## src/rtl/daq_pkg.sv

```systemverilog
// Shared encodings for the DAQ capture controller: trigger modes, FSM states, default lane width.
package daq_pkg;

  typedef enum logic [1:0] {
    TRIG_IMM   = 2'd0,
    TRIG_LEVEL = 2'd1,
    TRIG_RISE  = 2'd2,
    TRIG_FALL  = 2'd3
  } trig_mode_e;

  typedef enum logic [1:0] {
    ST_IDLE    = 2'd0,
    ST_ARMED   = 2'd1,
    ST_CAPTURE = 2'd2,
    ST_DONE    = 2'd3
  } state_e;

  localparam int unsigned DEF_LANE_W = 16;

endpackage

```

## src/rtl/daq_trig_detect.sv

```systemverilog
// Trigger detector: selects the trigger channel, tracks its previous sample and
// raises a new_data-qualified fire for the programmed threshold condition.
module daq_trig_detect
  import daq_pkg::*;
#(
  parameter int unsigned NCH      = 1,
  parameter int unsigned SAMPLE_W = 12,
  parameter int unsigned TCH_W    = 1
) (
  input  logic                    clk,
  input  logic                    rst,
  input  logic                    new_data,
  input  logic [NCH*SAMPLE_W-1:0] data_in,
  input  logic [1:0]              trig_mode,
  input  logic [TCH_W-1:0]        trig_ch,
  input  logic [SAMPLE_W-1:0]     trig_level,
  output logic                    fire_c
);

  logic [SAMPLE_W-1:0] sample;
  logic [SAMPLE_W-1:0] prev;

  // Out-of-range channel numbers fall back to channel 0
  always_comb begin
    sample = data_in[SAMPLE_W-1:0];
    for (int i = 0; i < int'(NCH); i++) begin
      if (trig_ch == TCH_W'(i)) sample = data_in[i*SAMPLE_W +: SAMPLE_W];
    end
  end

  always_ff @(posedge clk) begin
    if (rst) prev <= '0;
    else if (new_data) prev <= sample;
  end

  always_comb begin
    fire_c = 1'b0;
    if (new_data) begin
      unique case (trig_mode_e'(trig_mode))
        TRIG_IMM:   fire_c = 1'b1;
        TRIG_LEVEL: fire_c = (sample >= trig_level);
        TRIG_RISE:  fire_c = (prev < trig_level) && (sample >= trig_level);
        TRIG_FALL:  fire_c = (prev >= trig_level) && (sample < trig_level);
      endcase
    end
  end

endmodule

```

## src/rtl/daq_capture_ctrl.sv

```systemverilog
// Multi-channel capture controller: arm, trigger, pack strobes into FIFO words, count and stop.
// Optional DAQ_DECIM_EN adds decim[7:0]: only every (decim+1)-th strobe is packed in CAPTURE.
module daq_capture_ctrl
  import daq_pkg::*;
#(
  parameter int unsigned NCH      = 1,
  parameter int unsigned SAMPLE_W = 12,
  parameter int unsigned LANE_W   = DEF_LANE_W,
  parameter int unsigned OUT_W    = 64,
  parameter int unsigned CNT_W    = 32,
  localparam int unsigned TCH_W   = (NCH > 1) ? $clog2(NCH) : 1
) (
  input  logic                    clk,
  input  logic                    rst,
  input  logic                    wr_en,
  input  logic                    new_data,
  input  logic [NCH*SAMPLE_W-1:0] data_in,
  input  logic [1:0]              trig_mode,
  input  logic [TCH_W-1:0]        trig_ch,
  input  logic [SAMPLE_W-1:0]     trig_level,
  input  logic [CNT_W-1:0]        word_limit,
  input  logic                    fifo_full,
`ifdef DAQ_DECIM_EN
  input  logic [7:0]              decim,
`endif
  output logic [OUT_W-1:0]        data_out,
  output logic                    write_fifo_en,
  output logic                    write_SRAM_en,
  output logic                    done,
  output logic                    overflow,
  output logic [CNT_W-1:0]        word_cnt
);

  localparam int unsigned LANES  = OUT_W / LANE_W;
  localparam int unsigned SPW    = LANES / NCH;
  localparam int unsigned SLOT_W = NCH * LANE_W;
  localparam int unsigned PTR_W  = (SPW > 1) ? $clog2(SPW) : 1;

  state_e             state_q, state_d;
  logic [PTR_W-1:0]   ptr;
  logic [OUT_W-1:0]   acc, word_nxt;
  logic [SLOT_W-1:0]  lanes_c;
  logic               fire_c, strobe_c, pack_c, last_c;
`ifdef DAQ_DECIM_EN
  logic [7:0]         dec_q, dec_d, dec_base;
`endif

  daq_trig_detect #(
    .NCH      (NCH),
    .SAMPLE_W (SAMPLE_W),
    .TCH_W    (TCH_W)
  ) u_trig (
    .clk        (clk),
    .rst        (rst),
    .new_data   (new_data),
    .data_in    (data_in),
    .trig_mode  (trig_mode),
    .trig_ch    (trig_ch),
    .trig_level (trig_level),
    .fire_c     (fire_c)
  );

  always_ff @(posedge clk) begin
    if (rst) state_q <= ST_IDLE;
    else     state_q <= state_d;
  end

  // Next state plus strobe acceptance; the triggering strobe is itself packed
  always_comb begin
    state_d  = state_q;
    strobe_c = 1'b0;
    pack_c   = 1'b0;
    last_c   = (ptr == PTR_W'(SPW - 1));
`ifdef DAQ_DECIM_EN
    dec_d    = dec_q;
    dec_base = dec_q;
`endif
    if (!wr_en) begin
      state_d = ST_IDLE;
    end else begin
      case (state_q)
        ST_IDLE:    state_d = ST_ARMED;
        ST_ARMED: begin
          if (fire_c) begin
            state_d  = ST_CAPTURE;
            strobe_c = 1'b1;
          end
        end
        ST_CAPTURE: begin
          strobe_c = new_data;
          if (write_fifo_en && (word_limit != '0) && (word_cnt == word_limit))
            state_d = ST_DONE;
        end
        ST_DONE:    state_d = ST_DONE;
        default:    state_d = ST_IDLE;
      endcase
    end
`ifdef DAQ_DECIM_EN
    if (state_q == ST_ARMED) dec_base = 8'd0;
    pack_c = strobe_c && (dec_base == 8'd0);
    if (strobe_c) dec_d = (dec_base == decim) ? 8'd0 : dec_base + 8'd1;
`else
    pack_c = strobe_c;
`endif
  end

  // Zero-extend each channel into its lane and drop the slot into the word under construction
  always_comb begin
    lanes_c = '0;
    for (int c = 0; c < int'(NCH); c++)
      lanes_c[c*LANE_W +: LANE_W] = LANE_W'(data_in[c*SAMPLE_W +: SAMPLE_W]);
    word_nxt = acc;
    for (int s = 0; s < int'(SPW); s++)
      if (ptr == PTR_W'(s)) word_nxt[s*SLOT_W +: SLOT_W] = lanes_c;
  end

  always_ff @(posedge clk) begin
    if (rst) begin
      ptr           <= '0;
      acc           <= '0;
      data_out      <= '0;
      write_fifo_en <= 1'b0;
      write_SRAM_en <= 1'b0;
      done          <= 1'b0;
      overflow      <= 1'b0;
      word_cnt      <= '0;
`ifdef DAQ_DECIM_EN
      dec_q         <= '0;
`endif
    end else begin
      write_fifo_en <= 1'b0;
      done          <= (state_d == ST_DONE);
      if (write_fifo_en && fifo_full) overflow <= 1'b1;
      if (!wr_en) begin
        ptr           <= '0;
        write_SRAM_en <= 1'b0;
      end else if (state_q == ST_IDLE) begin
        ptr      <= '0;
        word_cnt <= '0;
        overflow <= 1'b0;
      end else if (pack_c) begin
        if (last_c) begin
          data_out      <= word_nxt;
          write_fifo_en <= 1'b1;
          write_SRAM_en <= 1'b1;
          word_cnt      <= word_cnt + CNT_W'(1);
          ptr           <= '0;
        end else begin
          acc <= word_nxt;
          ptr <= ptr + PTR_W'(1);
        end
      end
`ifdef DAQ_DECIM_EN
      dec_q <= dec_d;
`endif
    end
  end

endmodule

```

## config.mk

```make
export PLATFORM = sky130hd
export DESIGN_NAME = daq_capture_ctrl
export DESIGN_NICKNAME = d
export VERILOG_FILES = /design/src/rtl/daq_pkg.sv /design/src/rtl/daq_trig_detect.sv /design/src/rtl/daq_capture_ctrl.sv
export SDC_FILE = /design/constraint.sdc
export NUM_CORES = 1
export LEC_CHECK = 0
export CAP_MARGIN = 20
export CELL_PAD_IN_SITES_DETAIL_PLACEMENT = 2
export CELL_PAD_IN_SITES_GLOBAL_PLACEMENT = 2
export CORE_ASPECT_RATIO = 1.2
export CORE_UTILIZATION = 33
export DETAILED_ROUTE_END_ITERATION = 7
export PLACE_DENSITY_LB_ADDON = 0.1
export SYNTH_ARGS = -nofsm -noshare
export SYNTH_HDL_FRONTEND = slang
export SYNTH_SLANG_ARGS = --single-unit
```

## constraint.sdc

```tcl
create_clock -name clk -period 6.9 [get_ports clk]
set_clock_uncertainty 0.1 [all_clocks]
set_input_delay 1.725 -clock clk [delete_from_list [all_inputs] [get_ports clk]]
set_output_delay 1.725 -clock clk [all_outputs]
set_load 0.01 [all_outputs]
```

# [Word-level counts from Yosys, hierarchy flattened]
# Index checks and enable logic that the tools add are counted.
# W data, S select, Z words.
[op_classes] n_addsub=2 n_lt_le_gt_ge=4 eq_ne=11 muxes=21 bitwise_logic=4 reduce_logical=18
[op_table] operator="$mux W32" count=3
[op_table] operator="$mux W16" count=4
[op_table] operator="$add A32 B1 Y32 const B" count=1
[op_table] operator="$eq A32 B32 Y1" count=1
[op_table] operator="$reduce_bool A32 Y1" count=1
[op_table] operator="$ge A12 B12 Y1" count=2
[op_table] operator="$lt A12 B12 Y1" count=2
[op_table] operator="$eq A2 B2 Y1 const B" count=7
[op_table] operator="$mux W2" count=4
[op_table] operator="$pmux W2 S4" count=1
[op_table] operator="$reduce_and A4 Y1" count=2
[op_table] operator="$mux W1" count=7
[op_table] operator="$eq A2 B1 Y1 const B" count=3
[op_table] operator="$logic_not A2 Y1" count=3
[op_table] operator="$reduce_and A3 Y1" count=2
[op_table] operator="$logic_and A1 B1 Y1" count=5
[op_table] operator="$not A1 Y1" count=4
[op_table] operator="$pmux W1 S4" count=1
[op_table] operator="$reduce_bool A2 Y1" count=2
[op_table] operator="$reduce_or A4 Y1" count=1
[op_table] operator="$reduce_or A3 Y1" count=1
[op_table] operator="$add A2 B1 Y2 const B" count=1
[op_table] operator="$pmux W1 S2" count=1
[op_table] operator="$reduce_or A2 Y1" count=1
[word_totals] register_bits=180 input_bits=64 out_inout_bits=100 word_cells=70

# [Longest topological paths before layout]
[depth] ltp_word=9 ltp_mapped=14 mapped_depth_nobuf=12

# [Modules after synthesis]
# Synthesis repeated with hierarchy kept, for this count alone.
[hier_totals] hier_cells=824 area_unflattened_um2=7527.2
[by_module_without_submodules] module="daq_capture_ctrl" n_inst=1 cells_each=705 area_per_inst_um2=6496.2 seq_area_each_um2=3042.9
[by_module_without_submodules] module="daq_trig_detect" n_inst=1 cells_each=119 area_per_inst_um2=1031.0 seq_area_each_um2=240.2

# [Worst setup path after synthesis]
# Ideal clock, no wire load.
[synth_timing] path_type="input port to flip-flop" start="input trig_level[1]" end="register data_out[35]" setup_time_ns=0.134 arrival_time_ns=4.183 required_ns=6.666 setup_slack_ns=2.483 path_stages=12 n_path_buf=2 path_cell_list="inv_1 -> ha_1 -> nor2b_1 -> o211ai_1 -> a21oi_1 -> o21ba_1 -> a2111o_1 -> a211o_1 -> a211oi_2 -> buf_2 -> buf_2 -> a211oi_1"
[synth_between] elab_chain_cells=8 word_cells_on_any_way=12 classes_between="4 x order compare; 5 x mux; 3 x reduce/logical"
[synth_lines] item="start: declaration" line="daq_capture_ctrl.sv:20" rtl="input logic [SAMPLE_W-1:0] trig_level,"
[synth_lines] item="$ge A12 B12 Y1 (tied with other cells)" line="daq_trig_detect.sv:43" rtl="TRIG_FALL: fire_c = (prev >= trig_level) && (sample < trig_level);"
[synth_lines] item="$logic_and A1 B1 Y1, on equally long branches" line="daq_trig_detect.sv:43, daq_trig_detect.sv:42"
[synth_lines] item="$pmux W1 S4 (*)" line="daq_trig_detect.sv:39" rtl="unique case (trig_mode_e'(trig_mode))"
[synth_lines] item="$mux W1 (*)" line="daq_trig_detect.sv:38" rtl="if (new_data) begin"
[synth_lines] item="$mux W1 (*)" line="daq_capture_ctrl.sv:84" rtl="if (fire_c) begin"
[synth_lines] item="$pmux W1 S2 (*)" line="daq_capture_ctrl.sv:81" rtl="case (state_q)"
[synth_lines] item="$mux W1 (*)" line="daq_capture_ctrl.sv:78" rtl="if (!wr_en) begin"
[synth_lines] item="$reduce_and A4 Y1 (no source line) (*)"
[synth_lines] item="end signal: assignment" line="daq_capture_ctrl.sv:143" rtl="data_out <= word_nxt;"
[synth_lines] item="end: declaration" line="daq_capture_ctrl.sv:26" rtl="output logic [OUT_W-1:0] data_out,"
# Every way passes the cells marked *; elsewhere a longest branch is shown, timed or not.
# A chain may end at the register's enable or synchronous reset.

# [Worst setup path after layout]
[layout_timing] start="input data_in[9]" end="register word_cnt[17]"
[layout_between] elab_chain_cells=9 word_cells_on_any_way=11 classes_between="2 x order compare; 5 x mux; 4 x reduce/logical"
[layout_lines] item="start: declaration" line="daq_capture_ctrl.sv:17" rtl="input logic [NCH*SAMPLE_W-1:0] data_in,"
[layout_lines] item="$lt A12 B12 Y1 or $ge A12 B12 Y1 (tied branches)" line="daq_trig_detect.sv:43, daq_trig_detect.sv:41, daq_trig_detect.sv:42"
[layout_lines] item="$logic_and A1 B1 Y1, on equally long branches" line="daq_trig_detect.sv:43, daq_trig_detect.sv:42"
[layout_lines] item="$pmux W1 S4 (*)" line="daq_trig_detect.sv:39"
[layout_lines] item="$mux W1 (*)" line="daq_trig_detect.sv:38"
[layout_lines] item="$mux W1 (*)" line="daq_capture_ctrl.sv:84"
[layout_lines] item="$pmux W1 S2 (*)" line="daq_capture_ctrl.sv:81"
[layout_lines] item="$mux W1 (*)" line="daq_capture_ctrl.sv:78"
[layout_lines] item="$reduce_bool A2 Y1 (no source line) (*)"
[layout_lines] item="$reduce_and A3 Y1 (no source line) (*)"
[layout_lines] item="end signal: assignment" line="daq_capture_ctrl.sv:146" rtl="word_cnt <= word_cnt + CNT_W'(1);"
[layout_lines] item="end: declaration" line="daq_capture_ctrl.sv:31" rtl="output logic [CNT_W-1:0] word_cnt"
# Marked as above.

==> flow_summary.ini <==
[place]
io_buffer_count = 162
gp_congestion = 0.771
hpwl_um = 19100
dp_cells = 1324

[logic_synthesis]
ys_ff_latch = 164
synthDistinctLibCells = 49
synthTopCellsByArea = dfxtp_1 (42%), mux2i_1 (11%), ha_1 (5.4%)
synth_edf_count = 0
synth-seq-area-share_pct = 41.6
synth_top_area_share_pct = 41.6
syn_area_per_cell_um2 = 8.73
netlist_area_um2 = 7900
ys.flop_type = dfxtp_1
yosysWarningCount = 0
yosys.area.top_type = dfxtp_1
syn_nets = 1003
syn_inst = 905
synthArstFlopShare_pct = 0

[route]
vias = 7157
drt_pass1_iterations = 4
vias_per_cell = 5.27
ant_nets = 0
wl_per_cell_um = 19.8
first_iter_violations = 208
wl_um = 26900
remaining_drc_errors = 0

[clocking]
clk_latency_ns = 0.43
postCtsSetupBuffers = 0
cts_tree = yes
post_cts_resized = 0
cts_buffers = 17
cts_hold_buf = 0
cts.sinks = 164
cts.htree.levels = 4
cts_max_path_buffers = 2
root_buffer = clkbuf_16
clk_pin_slew_worst_paths_ns = 0.07

[worst_setup_path]
path_cells = clkdlybuf4s50_1, ha_1, nand4_1, nor2_1, a21oi_1, a2111o_1, a211o_1, a211o_1, inv_1, nand2_1, o31ai_1
critPathLaunchType = input port
path_max_fanout = 13
max_stage_delay_ns = 0.69
cp_common_cell = a211o_1
worstPathRequired_ns = 7.15
path_buf_inv = 2
crit_path_end_kind = register
crit_family = compound AO/OA/AOI/OAI gates
path_class = input port to register
crit_path_top_delay_cell = clkdlybuf4s50_1
arrival_ns = 5.60

[grt]
first_global_vias = 7802
track_usage_pct = 22.9
grt_overflow = 0
grt.met2_usage_pct = 42.8
grt_pass1_wl_um = 42900
grt_max_degree = 70
antenna_found_initial = 0
grt-busiest-layer = met2
gr-usage-met1_pct = 25.9
use_met3_pct = 4.23

[sta]
worstMarginPinSlew_ns = 0.965
slew_violations = 0
rsz0062_at_grt = false
fin_crit_ns = 5.35
hold_viol = 0
setup_viol_count_final = 0
slew_headroom_pct = 35.7
fin_tns_setup_ns = 0
fin_crit_sh_pct = 77.5
max_freq_ghz = 0.187

[pwr]
pwr_density_cell_nw_per_um2 = 198
p_leak_uw = 0.00404
irDropWorstVdd_mv = 0.178

[floorplan]
num_io_pins = 164
start_util_pct = 33.8
die_area_um2 = 24600
die_h_um = 172
coreArea_um2 = 23400
die_w_um = 143
fp-row-count = 61

[final_layout]
n_fill_cell = 2564
syn_to_final_growth_pct = 30.8
n_antenna_cell = 0
layout_commonest_cell = dfxtp_1
nets = 1127
drive_gt1_share_pct = 4.70
fin_cells = 1357
layout_common_cells = dfxtp_1 (164), clkdlybuf4s50_1 (161), nor2_1 (105)

[outcome]
status = completed

[hold_path]
hp-class = register to register

[flow_run]
cap_violations = 0
worst paths after layout:
kind / endpoint / slack [ns] / startpoint / cells after the start
worst min-delay path: data_out[52]$_SDFFE_PP0P_ / 0.35 / data_out[52]$_SDFFE_PP0P_ / 2
worst max-delay path: word_cnt[17]$_SDFFE_PP0P_ / 1.55 / data_in[9] / 11
worst max register to register: word_cnt[17]$_SDFFE_PP0P_ / 3.27 / u_trig.prev[1]$_SDFFE_PP0P_ / 11
worst min register to register: data_out[52]$_SDFFE_PP0P_ / 0.35 / data_out[52]$_SDFFE_PP0P_ / 2
worst register-to-register path, delay by kind of cell, from the launching register on:
| family | cells | cell delay, ns |
|---|---|---|
| compound gates | 7 | 2.07 |
| fa+ha+maj | 1 | 0.28 |
| buf+inv | 1 | 0.53 |
| flops | 1 | 0.32 |
| simple gates | 2 | 0.24 |
state kept, by name, summed over array words and instances (netlist names):
| signal | flops |
|---|---|
| data_out | 64 |
| acc | 48 |
| word_cnt | 32 |
| u_trig.prev | 12 |
| ptr | 2 |
| state_q | 2 |
| done | 1 |
| overflow | 1 |
| write_SRAM_en | 1 |
| write_fifo_en | 1 |
where the power goes:
group	total [uW]	leakage, uW	switching, uW	internal (uW)
clock	946	0.000287	459	488
sequential	953	0.00132	2.70	950
combinational	148	0.00243	84.0	63.9
per-layer routing:
metal  wire length [um]  share of wire [%]
met1              11300                 42
met3                971                3.6
met5                  0                  0
met2              14000                 52
met4                547                2.0
area by class of cell:
cell class | instances | area, um2 | share of cell area, %
clock buffers | 18 | 429 | 4.15
repair buffers | 173 | 1720 | 16.7
inverters | 28 | 105 | 1.02
multi-input cells | 645 | 4250 | 41.1
well taps | 315 | 394 | 3.81
clock inverters | 14 | 153 | 1.48
flip-flops and latches | 164 | 3280 | 31.8
cell families after synthesis:
group	synth area share [%]
simple gates	19.8
compound gates	14.2
flops	41.6
buf+inv	4.77
mux	10.8
fa+ha+maj	5.38
xor+xnor	3.55
Yosys cell counts, types with 3 or more instances:
library cell	instances
nand2b_1	4
or4_1	4
nand2_1	72
a211o_1	5
o22ai_1	3
and3_1	11
inv_1	28
a31oi_1	7
nand3b_1	16
ha_1	34
or3_1	3
o211ai_1	11
nand3_1	24
a211oi_1	36
nor4_1	17
o31ai_1	3
dfxtp_1	164
nor2_1	105
nand4_1	18
nor3_1	10
xor2_1	31
mux2i_1	85
o21a_1	3
and2_1	20
buf_2	13
a21oi_1	50
nor2b_1	13
clkbuf_1	54
o21ai_0	30
o311ai_0	7
stage by stage:
| step | hold slack, ns | util [%] | power (uW) | setup slack (ns) | area [um2] |
|---|---|---|---|---|---|
| after floorplan | 0.330 | - | 1050 | 2.48 | 7900 |
| after global placement | 0.342 | 41.6 | 1120 | 1.13 | 9730 |
| after detailed placement | 0.345 | 41.6 | 1120 | 1.07 | 9730 |
| after CTS | 0.360 | 44.1 | 2080 | 1.50 | 10300 |
| after global routing | 0.384 | 44.3 | 2130 | 1.32 | 10300 |
| final | 0.354 | 44.3 | 2050 | 1.55 | 10300 |
(Power assumes the default switching activity.)
